<file path="src/rtl/mips32_prog_loader.sv">
// rtl/mips32_prog_loader.sv - streams a header/payload/checksum image into instruction memory, then releases the core
module mips32_prog_loader #(
    parameter int AW = 10
) (
    input  logic          clk,
    input  logic          rst_n,
    input  logic          start,
    input  logic          s_valid,
    input  logic [31:0]   s_data,
    output logic          s_ready,
    output logic          mem_we,
    output logic [AW-1:0] mem_addr,
    output logic [31:0]   mem_wdata,
    output logic          cpu_halt,
    output logic [31:0]   cpu_pc,
    output logic          busy,
    output logic          done,
    output logic          err
);

    typedef enum logic [2:0] {IDLE, HDR, DATA, CSUM, DONE, ERR} state_t;

    localparam logic [16:0] DEPTH = 17'(1) << AW;

    state_t      state;
    logic [15:0] base_r;
    logic [15:0] count_r;
    logic [15:0] word_cnt;
    logic [31:0] csum;
    logic [16:0] hdr_end;
    logic        hdr_bad;
    logic [15:0] wr_addr;

    // Header covers [base, base+count); the image must fit without wrapping.
    assign hdr_end = {1'b0, s_data[31:16]} + {1'b0, s_data[15:0]};
    assign hdr_bad = (s_data[15:0] == 16'd0) || ({1'b0, s_data[31:16]} >= DEPTH) || (hdr_end > DEPTH);
    assign wr_addr = base_r + word_cnt;

    // Packed as {s_ready, busy, done, err, cpu_halt} for the state being entered.
    function automatic logic [4:0] status(input state_t s);
        case (s)
            HDR, DATA, CSUM: status = 5'b11001;
            DONE:            status = 5'b00100;
            ERR:             status = 5'b00011;
            default:         status = 5'b00001;
        endcase
    endfunction

    always_ff @(posedge clk or negedge rst_n) begin
        if (!rst_n) begin
            state     <= IDLE;
            {s_ready, busy, done, err, cpu_halt} <= 5'b00001;
            mem_we    <= 1'b0;
            mem_addr  <= '0;
            mem_wdata <= '0;
            cpu_pc    <= '0;
            base_r    <= '0;
            count_r   <= '0;
            word_cnt  <= '0;
            csum      <= '0;
        end else begin
            mem_we <= 1'b0;
            case (state)
                IDLE, DONE, ERR: begin
                    if (start) begin
                        state    <= HDR;
                        {s_ready, busy, done, err, cpu_halt} <= status(HDR);
                        word_cnt <= '0;
                        csum     <= '0;
                    end
                end
                HDR: begin
                    if (s_valid) begin
                        if (hdr_bad) begin
                            state <= ERR;
                            {s_ready, busy, done, err, cpu_halt} <= status(ERR);
                        end else begin
                            state   <= DATA;
                            {s_ready, busy, done, err, cpu_halt} <= status(DATA);
                            base_r  <= s_data[31:16];
                            count_r <= s_data[15:0];
                            cpu_pc  <= {16'd0, s_data[31:16]};
                        end
                    end
                end
                DATA: begin
                    if (s_valid) begin
                        mem_we    <= 1'b1;
                        mem_addr  <= wr_addr[AW-1:0];
                        mem_wdata <= s_data;
                        csum      <= csum ^ s_data;
                        word_cnt  <= word_cnt + 16'd1;
                        if (word_cnt == count_r - 16'd1) begin
                            state <= CSUM;
                            {s_ready, busy, done, err, cpu_halt} <= status(CSUM);
                        end
                    end
                end
                CSUM: begin
                    if (s_valid) begin
                        if (s_data == csum) begin
                            state <= DONE;
                            {s_ready, busy, done, err, cpu_halt} <= status(DONE);
                        end else begin
                            state <= ERR;
                            {s_ready, busy, done, err, cpu_halt} <= status(ERR);
                        end
                    end
                end
                default: begin
                    state <= IDLE;
                    {s_ready, busy, done, err, cpu_halt} <= status(IDLE);
                end
            endcase
        end
    end

endmodule

</file>
<file path="config.mk">
export PLATFORM = sky130hd
export DESIGN_NAME = mips32_prog_loader
export DESIGN_NICKNAME = d
export VERILOG_FILES = /design/src/rtl/mips32_prog_loader.sv
export SDC_FILE = /design/constraint.sdc
export NUM_CORES = 1
export LEC_CHECK = 0
export CORE_UTILIZATION = 35
export DETAILED_ROUTE_END_ITERATION = 10
export GPL_TIMING_DRIVEN = 0
export SYNTH_ARGS = -nofsm -noshare
export SYNTH_HDL_FRONTEND = slang
export SYNTH_SLANG_ARGS = --single-unit
</file>
<file path="constraint.sdc">
create_clock -name clk -period 3.8 [get_ports clk]
set_input_delay 0.57 -clock clk [delete_from_list [all_inputs] [get_ports clk]]
set_output_delay 0.57 -clock clk [all_outputs]
set_load 0.01 [all_outputs]
</file>
## Word-level counts from Yosys, hierarchy flattened

Cells that the tools add are included.

- Bits of input ports: 36
- Flip-flop bits (word level): 130
- ROM bits: 0
- Bits in latches: 0
- Bits in writable memories: 0
- Memories: 0

- Equality and inequality tests: 12
- Shift operators: 0
- $lt $le $gt $ge: 2
- Add/subtract/negate cells: 4
- $mul: 0
- Mux-type cells: 36
- Reduce and logical (&&, ||, !) cells: 10
- Bitwise logic cells: 2
- Divide/modulo/power cells: 0

Operators with widths:

| operator | number |
|---|---|
| $mux 32 | 2 |
| $pmux 32 s2 | 1 |
| $eq 32x32->1 | 1 |
| $mux 16 | 2 |
| $pmux 16 s2 | 1 |
| $xor 32x32->32 | 1 |
| $mux 1 | 19 |
| $mux 3 | 6 |
| $add 16x16->17 | 1 |
| $gt 17x11->1 const B | 1 |
| $add 16x1->16 const B | 1 |
| $eq 16x16->1 | 1 |
| $ge 16x11->1 const B | 1 |
| $logic_not 16->1 | 1 |
| $pmux 1 s4 | 4 |
| $sub 16x1->16 const B | 1 |
| $pmux 3 s4 | 1 |
| $add 10x10->10 | 1 |
| $ne 2x2->1 const B | 5 |
| $eq 3x2->1 const B | 2 |
| $eq 3x3->1 const B | 2 |
| $reduce_and 3->1 | 2 |
| $reduce_and 5->1 | 1 |
| $eq 3x1->1 const B | 1 |
| 6 further kinds | 7 |

## Logic depth before layout (Yosys ltp)

Gate-level depths: netlist of run 1.

- Word-level depth: 6
- Mapped depth: 12

## Least setup slack after synthesis of run 1

Ideal clock, no wire load.

- Path type: input-to-reg
- Start: input port s_data[0]
- End: register count_r[0]
- Data arrival time: 3.218 ns
- Library setup time: 0.128 ns
- Path slack: 0.455 ns
- Data required time: 3.672 ns
- Cell stages on the path: 11
- Path buffers: 1
- Cells stage by stage: ha_1 -> fa_1 -> a21o_1 -> a22oi_1 -> a211oi_1 -> or3_1 -> a222oi_1 -> nand4_1 -> nor3_2 -> buf_4 -> mux2_1

- Word-level cells in the longest chain between the ends: 5

Ends and longest elaborated chain:

| what | line | text |
|---|---|---|
| from (decl) | 9 | `input logic [31:0] s_data,` |
| $add 16x16->17 or $logic_not 16->1 (tied branches) | 35, 36 |  |
| $gt 17x11->1 or $logic_or 1x1->1 (tied branches) | 36 | `assign hdr_bad = (s_data[15:0] == 16'd0) \|\| ({1'b0, s_data[31:16]} >= DEPTH) \|\| (hdr_end > DEPTH);` |
| $logic_or 1x1->1 | 36 |  |
| $not 1->1 (no source line) | -- |  |
| $reduce_and 3->1 (no source line) | -- |  |
| to (signal assigned) | 81 | `count_r <= s_data[15:0];` |
| to (decl) | 27 | `logic [15:0] count_r;` |

Several ways; a longest one is shown, not always the timed one.
A chain may end at the register's enable or synchronous reset.

## Worst setup path in the final report of run 1

- Start: input port s_data[23]
- End: register cpu_pc[3]

- Word-level cells in the longest chain between the ends: 5

Ends and longest elaborated chain:

| what | line | text |
|---|---|---|
| $add 16x16->17 or $ge 16x11->1 (tied branches) | 35, 36 |  |
| $gt 17x11->1 or $logic_or 1x1->1 (tied branches) | 36 |  |
| $logic_or 1x1->1 * | 36 |  |
| $not 1->1 (no source line) * | -- |  |
| $reduce_and 3->1 (no source line) * | -- |  |
| to (signal assigned) | 82 | `cpu_pc <= {16'd0, s_data[31:16]};` |
| to (decl) | 15 | `output logic [31:0] cpu_pc,` |

Mark *: on every way between the ends. The rest lies on a longest branch, timed or not.

==> results of run 1 <==
worst max-delay path: stages:
cell	delay, ns
dlygate4sd2_1	0.41
ha_1	0.30
buf_4	0.17
a211o_1	0.29
a211oi_1	0.28
a211oi_2	0.15
or3_1	0.33
a222oi_1	0.33
nand4_1	0.12
buf_4	0.18
nor3_4	0.13
buf_4	0.16
buf_2	0.18
mux2_1	0.33
power by group:
| part | leakage [nW] | total, mW | switching, mW | internal, mW |
|---|---|---|---|---|
| clock network | 0.278 | 1.59 | 0.675 | 0.917 |
| registers | 1.80 | 1.43 | 0.0257 | 1.41 |
| logic | 2.43 | 0.576 | 0.359 | 0.216 |
synth_stat cells (all sizes together), types with 6 or more instances:
cell      n
inv      21
nand3    11
a21oi    25
nor2b    11
xor2     25
dfrtp   129
and3      6
nor4     14
xnor2    54
ha       27
a211oi    6
nand4    17
mux2     26
clkbuf   26
a21o     13
o21ai    89
buf      23
o21a      7
nor2     61
nor3     13
nand2   135
layer usage:
layer	vias up	routed length, um	GRT usage, %
li1	3031	-	-
met1	2959	9340	25.5
met2	141	10400	33.2
met3	18	770	3.48
met4	0	262	4.90
met5	-	0	0
layout by cell type (no fill, tap or decap), types with 7 or more instances in the layout:
cell	netlist	final
a21o_1	13	13
a21oi_1	25	24
buf_4	21	22
clkbuf_1	26	25
clkbuf_16	0	17
clkdlybuf4s50_1	0	75
conb_1	1	16
dfrtp_1	129	129
dlygate4sd2_1	0	10
dlymetal6s2s_1	0	10
ha_1	27	23
inv_1	21	21
inv_6	0	8
mux2_1	24	24
nand2_1	135	135
nand3_1	11	11
nand4_1	17	17
nor2_1	61	61
nor2b_1	11	11
nor3_1	10	10
nor4_1	14	14
o21a_1	7	7
o21ai_0	88	88
xnor2_1	54	54
xor2_1	25	25
state kept, by name (all words and copies together), names as in the netlist:
name / flops
mem_wdata: 32
err: 1
cpu_pc: 16
done: 1
state: 3
count_r: 16
word_cnt: 16
csum: 32
mem_we: 1
mem_addr: 10
busy: 1
cpu_halt: 1
kinds of logic after synthesis:
| family | synth area share (%) |
|---|---|
| adders and majority gates | 5.14 |
| buffers and inverters | 4.70 |
| AOI/OAI and AO/OA | 14.4 |
| muxes | 4.12 |
| xor gates and xnor gates | 9.41 |
| DFF | 44.3 |
| and+or+nand+nor | 17.9 |
| other | 0.0510 |
how the worst max path moves through the flow:
stage | cells past startpoint | startpoint | slack [ns] | end
final | 14 | s_data[23] | 0.16 | cpu_pc[3]
after global placement | 1 | rst_n | -3.21 | mem_wdata[17]
after CTS | 13 | s_data[16] | 0.03 | count_r[15]
after detailed placement | 12 | s_data[16] | -1.16 | count_r[15]
after global routing | 13 | s_data[26] | -0.0004 | cpu_pc[3]
after floorplan | 11 | s_data[0] | 0.45 | count_r[0]
area by class of cell:
cell class / instances / area [um2] / share of cell area, %
Multi-Input combinational cell: 612 / 3880 / 41.0
Clock inverter: 14 / 141 / 1.50
Timing Repair Buffer: 105 / 1060 / 11.2
Inverter: 22 / 82.6 / 0.874
Tap cell: 270 / 338 / 3.58
Clock buffer: 17 / 425 / 4.50
Buffer: 48 / 270 / 2.86
Sequential cell: 130 / 3250 / 34.5
timing repair:
item                       in CTS  in global routing
pin swaps                       4                  2
setup buffers                   2                  2
gates resized for setup        18                 24
gates cloned                    0                  1
setup endpoints to repair      34                 26
stage by stage:
stage	power, mW	hold WS, ns	instance area (um2)
after floorplan	1.78	0.274	7410
after global placement	2.01	0.455	8740
after detailed placement	2.02	0.454	8770
after CTS	3.62	0.0730	9360
after global routing	3.74	0.0946	9450
final	3.60	0.0711	9450
==> impl_metrics.py, run 1 <==
metrics = {
    "status": {
        "status": "completed",
    },
    "worst_setup_path": {
        "critPathLaunchType": "input port",
        "r2r-end": "cpu_pc[3]",
        "end_kind": "flop",
        "rr_worst_depth": 13,
        "path_max_fanout": 9,
        "timing.rr.start": "count_r[0]",
        "critPathKind": "input port to flop",
        "reg2reg_slack_ns": 0.53,
        "critPathArrivalTime_ns": 3.94,
        "required_ns": 4.10,
    },
    "placed_design": {
        "dp_slack_ns": -1.16,
        "dp.cells": 1183,
        "dp_hpwl_um": 15700,
        "port_buffers": 99,
        "gp_congestion": 0.888,
    },
    "global_routing": {
        "grt_max_degree": 88,
        "antenna_found_initial": 0,
        "grt_pass1_vias": 5885,
        "grt_overflow": 0,
        "grt_usage_pct": 19.5,
        "grt_pass1_wl_um": 32300,
    },
    "detailed_routing": {
        "via_per_inst": 5.05,
        "drt_iter0_drc": 423,
        "dr_total_vias": 6149,
        "drt.antenna.violating_nets": 0,
        "post_drt_wl_per_cell_um": 17.0,
        "drc_errors": 0,
        "wl_um": 20700,
        "drt_first_pass_iters": 5,
    },
    "die": {
        "initial_core_util_pct": 36.0,
        "die_h_um": 147,
        "die_width_um": 147,
        "die_area_mm2": 0.0216,
        "ioPinCount": 116,
        "num_rows": 52,
        "coreArea_mm2": 0.0204,
    },
    "synthesis": {
        "ys_top_cells_by_area": "dfrtp_1 44%, nand2_1 6.9%, xnor2_1 6.4%, o21ai_0 6.0%, ha_1 4.6%",
        "ys_seq_area_share_pct": 44.3,
        "synthesis.area_mm2": 0.00735,
        "async_reset_ff_share_pct": 100,
        "yosys.area.top_type": "dfrtp_1",
        "synth_cells": 798,
        "ys_seq_elements": 130,
        "synthFlopType": "dfrtp_1",
        "netlist.area_leader.share_pct": 43.9,
        "avgSynthCellArea_um2": 9.21,
        "ys_types": 60,
        "synth_edf_count": 0,
        "synth_warnings": 0,
    },
    "sta": {
        "maxSlewHeadroom_pct": 61.7,
        "final_max_slew_viol_count": 0,
        "tightest_slew_ns": 0.572,
        "clock.fmax_mhz": 275,
        "fin_ws_ns": 0.161,
        "period_needed_ns": 3.64,
        "setup_tns_ns": 0,
        "setup_viol": 0,
        "period_share_pct": 95.8,
        "fin_skew_ns": 0.0113,
        "hold_viol_final": 0,
    },
    "pwr": {
        "power_density_mw_per_mm2": 381,
        "irDropWorstVdd_mv": 0.272,
        "power_leakage_nw": 4.52,
    },
    "hold_path": {
        "hp-class": "input port to asynchronous set/reset pin",
    },
    "cells_and_area": {
        "insertedDiodeCount": 0,
        "fin_cells": 1218,
        "fill_cells": 1989,
        "num-nets-final": 1001,
        "fin_util_pct": 46.2,
        "drive_above_1_share_pct": 8.54,
        "area_delta_synth_final_pct": 28.5,
    },
    "cts": {
        "cts_tree": "done",
        "cts-root-buf": "clkbuf_16",
        "htreeDepth": 4,
        "clock_latency_ns": 0.43,
        "path_clk_slew_ns": 0.06,
        "cts.sinks": 130,
        "clockBufferDepth": 2,
        "numCtsBuffers": 17,
        "holdBufCountCts": 0,
    },
    "flow_run": {
        "maxCapViolCount": 0,
    },
}
Note: power is estimated with default switching activity, not from simulation.
==> run 2, diff against run 1 <==
--- a/config.mk
+++ b/config.mk
@@ -8,6 +8,7 @@
 export CORE_UTILIZATION = 35
 export DETAILED_ROUTE_END_ITERATION = 10
 export GPL_TIMING_DRIVEN = 0
+export MAX_ROUTING_LAYER = met4
 export SYNTH_ARGS = -nofsm -noshare
 export SYNTH_HDL_FRONTEND = slang
 export SYNTH_SLANG_ARGS = --single-unit
==> impl_metrics.py, run 2 (same netlist as run 1, synthesis figures left out) <==
metrics = {
    "detailed_routing": {
        "drt.antenna.violating_nets": 0,
        "wl_um": 20700,
        "drc_errors": 0,
        "post_drt_wl_per_cell_um": 17.0,
        "dr_total_vias": 6169,
        "via_per_inst": 5.06,
        "drt_iter0_drc": 439,
        "drt_first_pass_iters": 5,
    },
    "cells_and_area": {
        "layout_commonest_cell": "nand2_1",
        "reg_top3": "csum: 32 flops, mem_wdata: 32 flops",
        "num-nets-final": 1001,
        "insertedDiodeCount": 0,
        "fin_util_pct": 46.2,
        "area.sequential_mm2": 0.00325,
        "multiInputGateArea_mm2": 0.00388,
        "area_delta_synth_final_pct": 28.5,
        "drive_above_1_share_pct": 8.54,
        "final_cell_mix": "135 x nand2_1, 129 x dfrtp_1, 88 x o21ai_0",
        "fill_cells": 1989,
    },
    "pwr": {
        "comb_power_share_pct": 16.0,
        "p_seq_share_pct": 39.9,
        "irDropWorstVdd_mv": 0.271,
        "switching_share_pct": 29.3,
        "p_clk_share_pct": 44.1,
        "p_sw_mw": 1.05,
        "power_leakage_nw": 4.52,
        "internal_power_mw": 2.54,
        "power_density_mw_per_mm2": 381,
    },
    "die": {
        "initial_core_util_pct": 36.0,
        "die_h_um": 147,
        "die_area_mm2": 0.0216,
        "num_rows": 52,
        "die_width_um": 147,
        "coreArea_mm2": 0.0204,
        "ioPinCount": 116,
    },
    "sta": {
        "tightest_slew_ns": 0.589,
        "fin_skew_ns": 0.00928,
        "maxSlewHeadroom_pct": 60.7,
        "setup_tns_ns": 0,
        "setup_viol": 0,
        "clock.fmax_mhz": 275,
        "period_needed_ns": 3.64,
        "hold_viol_final": 0,
        "period_share_pct": 95.8,
        "final_max_slew_viol_count": 0,
    },
    "cts": {
        "cts_tree": "done",
        "cts.sinks": 130,
        "path_clk_slew_ns": 0.06,
        "clockBufferDepth": 2,
        "clock_latency_ns": 0.42,
        "holdBufCountCts": 0,
        "cts-root-buf": "clkbuf_16",
        "htreeDepth": 4,
        "numCtsBuffers": 17,
    },
    "placed_design": {
        "gp_congestion": 0.903,
        "dp_hpwl_um": 15700,
        "port_buffers": 99,
    },
    "global_routing": {
        "grt_pass1_vias": 5890,
        "grt_overflow": 0,
        "grt_usage_pct": 20.1,
        "grt_pass1_wl_um": 32300,
        "grt_max_degree": 88,
        "antenna_found_initial": 0,
    },
    "worst_setup_path": {
        "critPathArrivalTime_ns": 3.94,
        "required_ns": 4.10,
        "end_kind": "flop",
        "path_max_fanout": 9,
        "critPathKind": "input port to flop",
        "critPathLaunchType": "input port",
    },
    "status": {
        "status": "completed",
    },
    "hold_path": {
        "hp-class": "input port to asynchronous set/reset pin",
    },
    "flow_run": {
        "maxCapViolCount": 0,
    },
}
[run 2: cell counts in the layout (fill, tap and decap cells not counted)]
Identical to the previous run, type by type.
[run 2: final timing paths]
check / start / end / slack (ns) / cells past startpoint
min in group clk: cpu_halt / cpu_halt / 0.46 / 2
worst min-delay path: rst_n / mem_addr[2] / 0.07 / 1
max in group asynchronous: rst_n / cpu_halt / 2.94 / 2
worst min register to register: cpu_halt / cpu_halt / 0.46 / 2
worst max-delay path: s_data[23] / cpu_pc[3] / 0.16 / 14
worst max register to register: count_r[0] / cpu_pc[3] / 0.54 / 13
[run 2: power by group through the flow]
stage / Combinational (mW) / Sequential (mW) / Clock [mW]
6_report: 0.575 / 1.43 / 1.59
5_1_grt: 0.634 / 1.44 / 1.67
4_1_cts: 0.566 / 1.43 / 1.62
3_5_place_dp: 0.560 / 1.46 / 0
3_3_place_gp: 0.555 / 1.46 / 0
2_1_floorplan: 0.317 / 1.46 / 0
[run 2: area by class of cell]
class | instances | area share [%]
multi-input combinational | 612 | 41.0
clock inverter | 14 | 1.50
clock buffer | 17 | 4.50
timing repair buffer | 105 | 11.2
inverter | 22 | 0.874
tap | 270 | 3.58
sequential | 130 | 34.5
buffer | 48 | 2.86
[run 2: repair_timing]
item,CTS,global route
setup buffers,2,2
pin swaps,4,2
setup endpoints to repair,34,26
gates cloned,0,1
resized for setup,18,24
endpoints found under the hold margin,0,0
[run 2: routing by layer]
metal  global-route usage (%)  wire (um)  vias to the layer above
met1                     25.6       9340                     2964
met2                     33.2      10300                      154
met3                     3.45        765                       20
met5                        -          0                        -
met4                     4.90        271                        0
li1                         -          -                     3031
[run 2: critical path, stage by stage]
cell           delay (ns)
dlygate4sd2_1        0.40
ha_1                 0.30
buf_4                0.17
a211o_1              0.29
a211oi_1             0.28
a211oi_2             0.16
or3_1                0.32
a222oi_1             0.33
nand4_1              0.12
buf_4                0.18
nor3_4               0.13
buf_4                0.16
buf_2                0.18
mux2_1               0.33
[run 2: metrics by stage]
step                      hold slack, ns  setup slack [ns]  cell area (um2)  power (mW)  cells
after CTS                         0.0730            0.0316             9360        3.62   1216
after global placement             0.455             -3.21             8740        2.01   1182
after floorplan                    0.274             0.455             7410        1.78    813
after global routing              0.0970         -0.000401             9450        3.74   1218
final                             0.0716             0.158             9450        3.60   1218
after detailed placement           0.454             -1.16             8770        2.02   1183
==> run 3, diff against run 2 <==
==> constraint.sdc (replaced) <==
create_clock -name clk -period 3.2 [get_ports clk]
set_input_delay 0.48 -clock clk [delete_from_list [all_inputs] [get_ports clk]]
set_output_delay 0.48 -clock clk [all_outputs]
set_load 0.01 [all_outputs]
==> impl_metrics.py, run 3 (same netlist as run 1, synthesis figures left out) <==
metrics = {
    "global_routing": {
        "grt_overflow": 0,
        "grt_max_degree": 90,
        "grt_pass1_wl_um": 33500,
        "antenna_found_initial": 1,
        "grt_usage_pct": 21.1,
        "grt_pass1_vias": 6095,
    },
    "cts": {
        "numCtsBuffers": 17,
        "cts.sinks": 130,
        "path_clk_slew_ns": 0.06,
        "clock_latency_ns": 0.43,
        "htreeDepth": 4,
        "clockBufferDepth": 2,
        "cts_tree": "done",
        "cts-root-buf": "clkbuf_16",
    },
    "detailed_routing": {
        "wl_um": 21200,
        "drt_first_pass_iters": 5,
        "drc_errors": 0,
        "drt.antenna.violating_nets": 0,
        "dr_total_vias": 6347,
        "via_per_inst": 5.15,
        "post_drt_wl_per_cell_um": 17.2,
        "drt_iter0_drc": 362,
    },
    "status": {
        "status": "completed",
    },
    "sta": {
        "rsz0062_at_grt": "true",
        "final_max_slew_viol_count": 0,
        "period_share_pct": 99.1,
        "hold_viol_final": 0,
        "maxSlewHeadroom_pct": 59.2,
        "setup_viol": 0,
        "clock.fmax_mhz": 315,
        "period_needed_ns": 3.17,
        "fin_ws_ns": 0.0303,
        "timing.hold.ws_ns": 0.306,
        "fin_skew_ns": 0.0101,
        "tightest_slew_ns": 0.613,
    },
    "worst_setup_path": {
        "critPathArrivalTime_ns": 3.48,
        "path_max_fanout": 6,
        "required_ns": 3.51,
        "end_kind": "flop",
        "critPathLaunchType": "input port",
        "critPathKind": "input port to flop",
    },
    "flow_run": {
        "maxCapViolCount": 0,
    },
    "die": {
        "ioPinCount": 116,
        "num_rows": 52,
        "coreArea_mm2": 0.0204,
        "initial_core_util_pct": 36.0,
        "die_h_um": 147,
        "die_area_mm2": 0.0216,
        "die_width_um": 147,
    },
    "cells_and_area": {
        "drive_above_1_share_pct": 15.3,
        "area_delta_synth_final_pct": 34.5,
        "num-nets-final": 1015,
        "final_cell_mix": "135 x nand2_1, 128 x dfrtp_1, 87 x o21ai_0",
        "insertedDiodeCount": 0,
        "layout_commonest_cell": "nand2_1",
        "fin_cells": 1233,
        "reg_top3": "csum: 32 flops, mem_wdata: 32 flops",
    },
    "placed_design": {
        "dp_slack_ns": -1.46,
        "gp_congestion": 0.885,
        "dp.cells": 1183,
        "port_buffers": 99,
        "dp_hpwl_um": 15600,
    },
    "hold_path": {
        "hp-class": "input port to flop",
    },
    "pwr": {
        "power_leakage_nw": 4.58,
        "power.total_mw": 4.53,
        "irDropWorstVdd_mv": 0.268,
        "power_density_mw_per_mm2": 458,
    },
}
## run 3: cell count changes in the layout (fill, tap and decap cells not counted), moves of 7 or more
cell,before,now
buf_4,22,33
inv_6,8,1
clkdlybuf4s50_1,75,67
buf_2,1,11
ha_1,23,13
dlymetal6s2s_1,10,0
mux2_4,0,7
ha_4,1,13
## run 3: through the flow
step / utilization [%] / TNS, ns / cell area, um2
detailed placement: 43.0 / -47.41 / 8790
global route: 48.4 / -1.91 / 9890
global placement: 42.9 / -531.73 / 8760
floorplan: - / -0.168 / 7430
finish: 48.4 / 0 / 9890
CTS: 48.0 / 0 / 9820
## run 3: path summary, 6_finish.rpt
check                                    end  slack, ns       from  cells past startpoint
worst max-delay path               cpu_pc[8]       0.03  s_data[0]                     15
worst min-delay path            mem_wdata[0]       0.31  s_data[0]                      3
worst max register to register     cpu_pc[8]       0.11   state[1]                     12
worst min register to register      cpu_halt       0.46   cpu_halt                      2
max in group asynchronous            csum[8]       1.88      rst_n                      3
min in group asynchronous        word_cnt[4]       0.54      rst_n                      2
## run 3: cell type report
class	count	area (um2)
Clock inverter	11	151
Multi-Input combinational cell	612	4130
Fill cell	1949	10500
Buffer	45	265
Timing Repair Buffer	122	1190
Clock buffer	21	470
Sequential cell	130	3260
Inverter	22	82.6
Tap cell	270	338
## run 3: layer usage
metal	up-vias	wire, um	track usage [%]
li1	3053	-	-
met4	0	461	7.32
met3	38	1030	4.35
met5	-	0	-
met1	3074	9390	26.6
met2	182	10300	33.6
## run 3: worst max-delay path, cell delays in order
cell	delay, ns
buf_12	0.12
ha_4	0.16
fa_2	0.36
a21o_1	0.20
a22oi_2	0.16
a211oi_2	0.12
or3_1	0.34
a222oi_1	0.37
nand4_1	0.16
buf_6	0.16
nor3_4	0.15
buf_12	0.16
buf_12	0.10
buf_12	0.12
mux2_4	0.29
## run 3: timing repair
action                                  CTS  global route
endpoints found under the setup margin   37            30
endpoints found under the hold margin    40             0
pin swaps                                 9             9
buffers inserted                         18             3
resized for setup                       154            34
gates cloned                              1             0
hold buffers                              1             0
## run 3: power by group
| group | internal [mW] | total [mW] | leakage, nW | switching, mW |
|---|---|---|---|---|
| Clock | 1.29 | 2.04 | 0.292 | 0.753 |
| Sequential | 1.67 | 1.70 | 1.80 | 0.0302 |
| Combinational | 0.318 | 0.780 | 2.48 | 0.462 |
| Total | 3.28 | 4.53 | 4.58 | 1.25 |
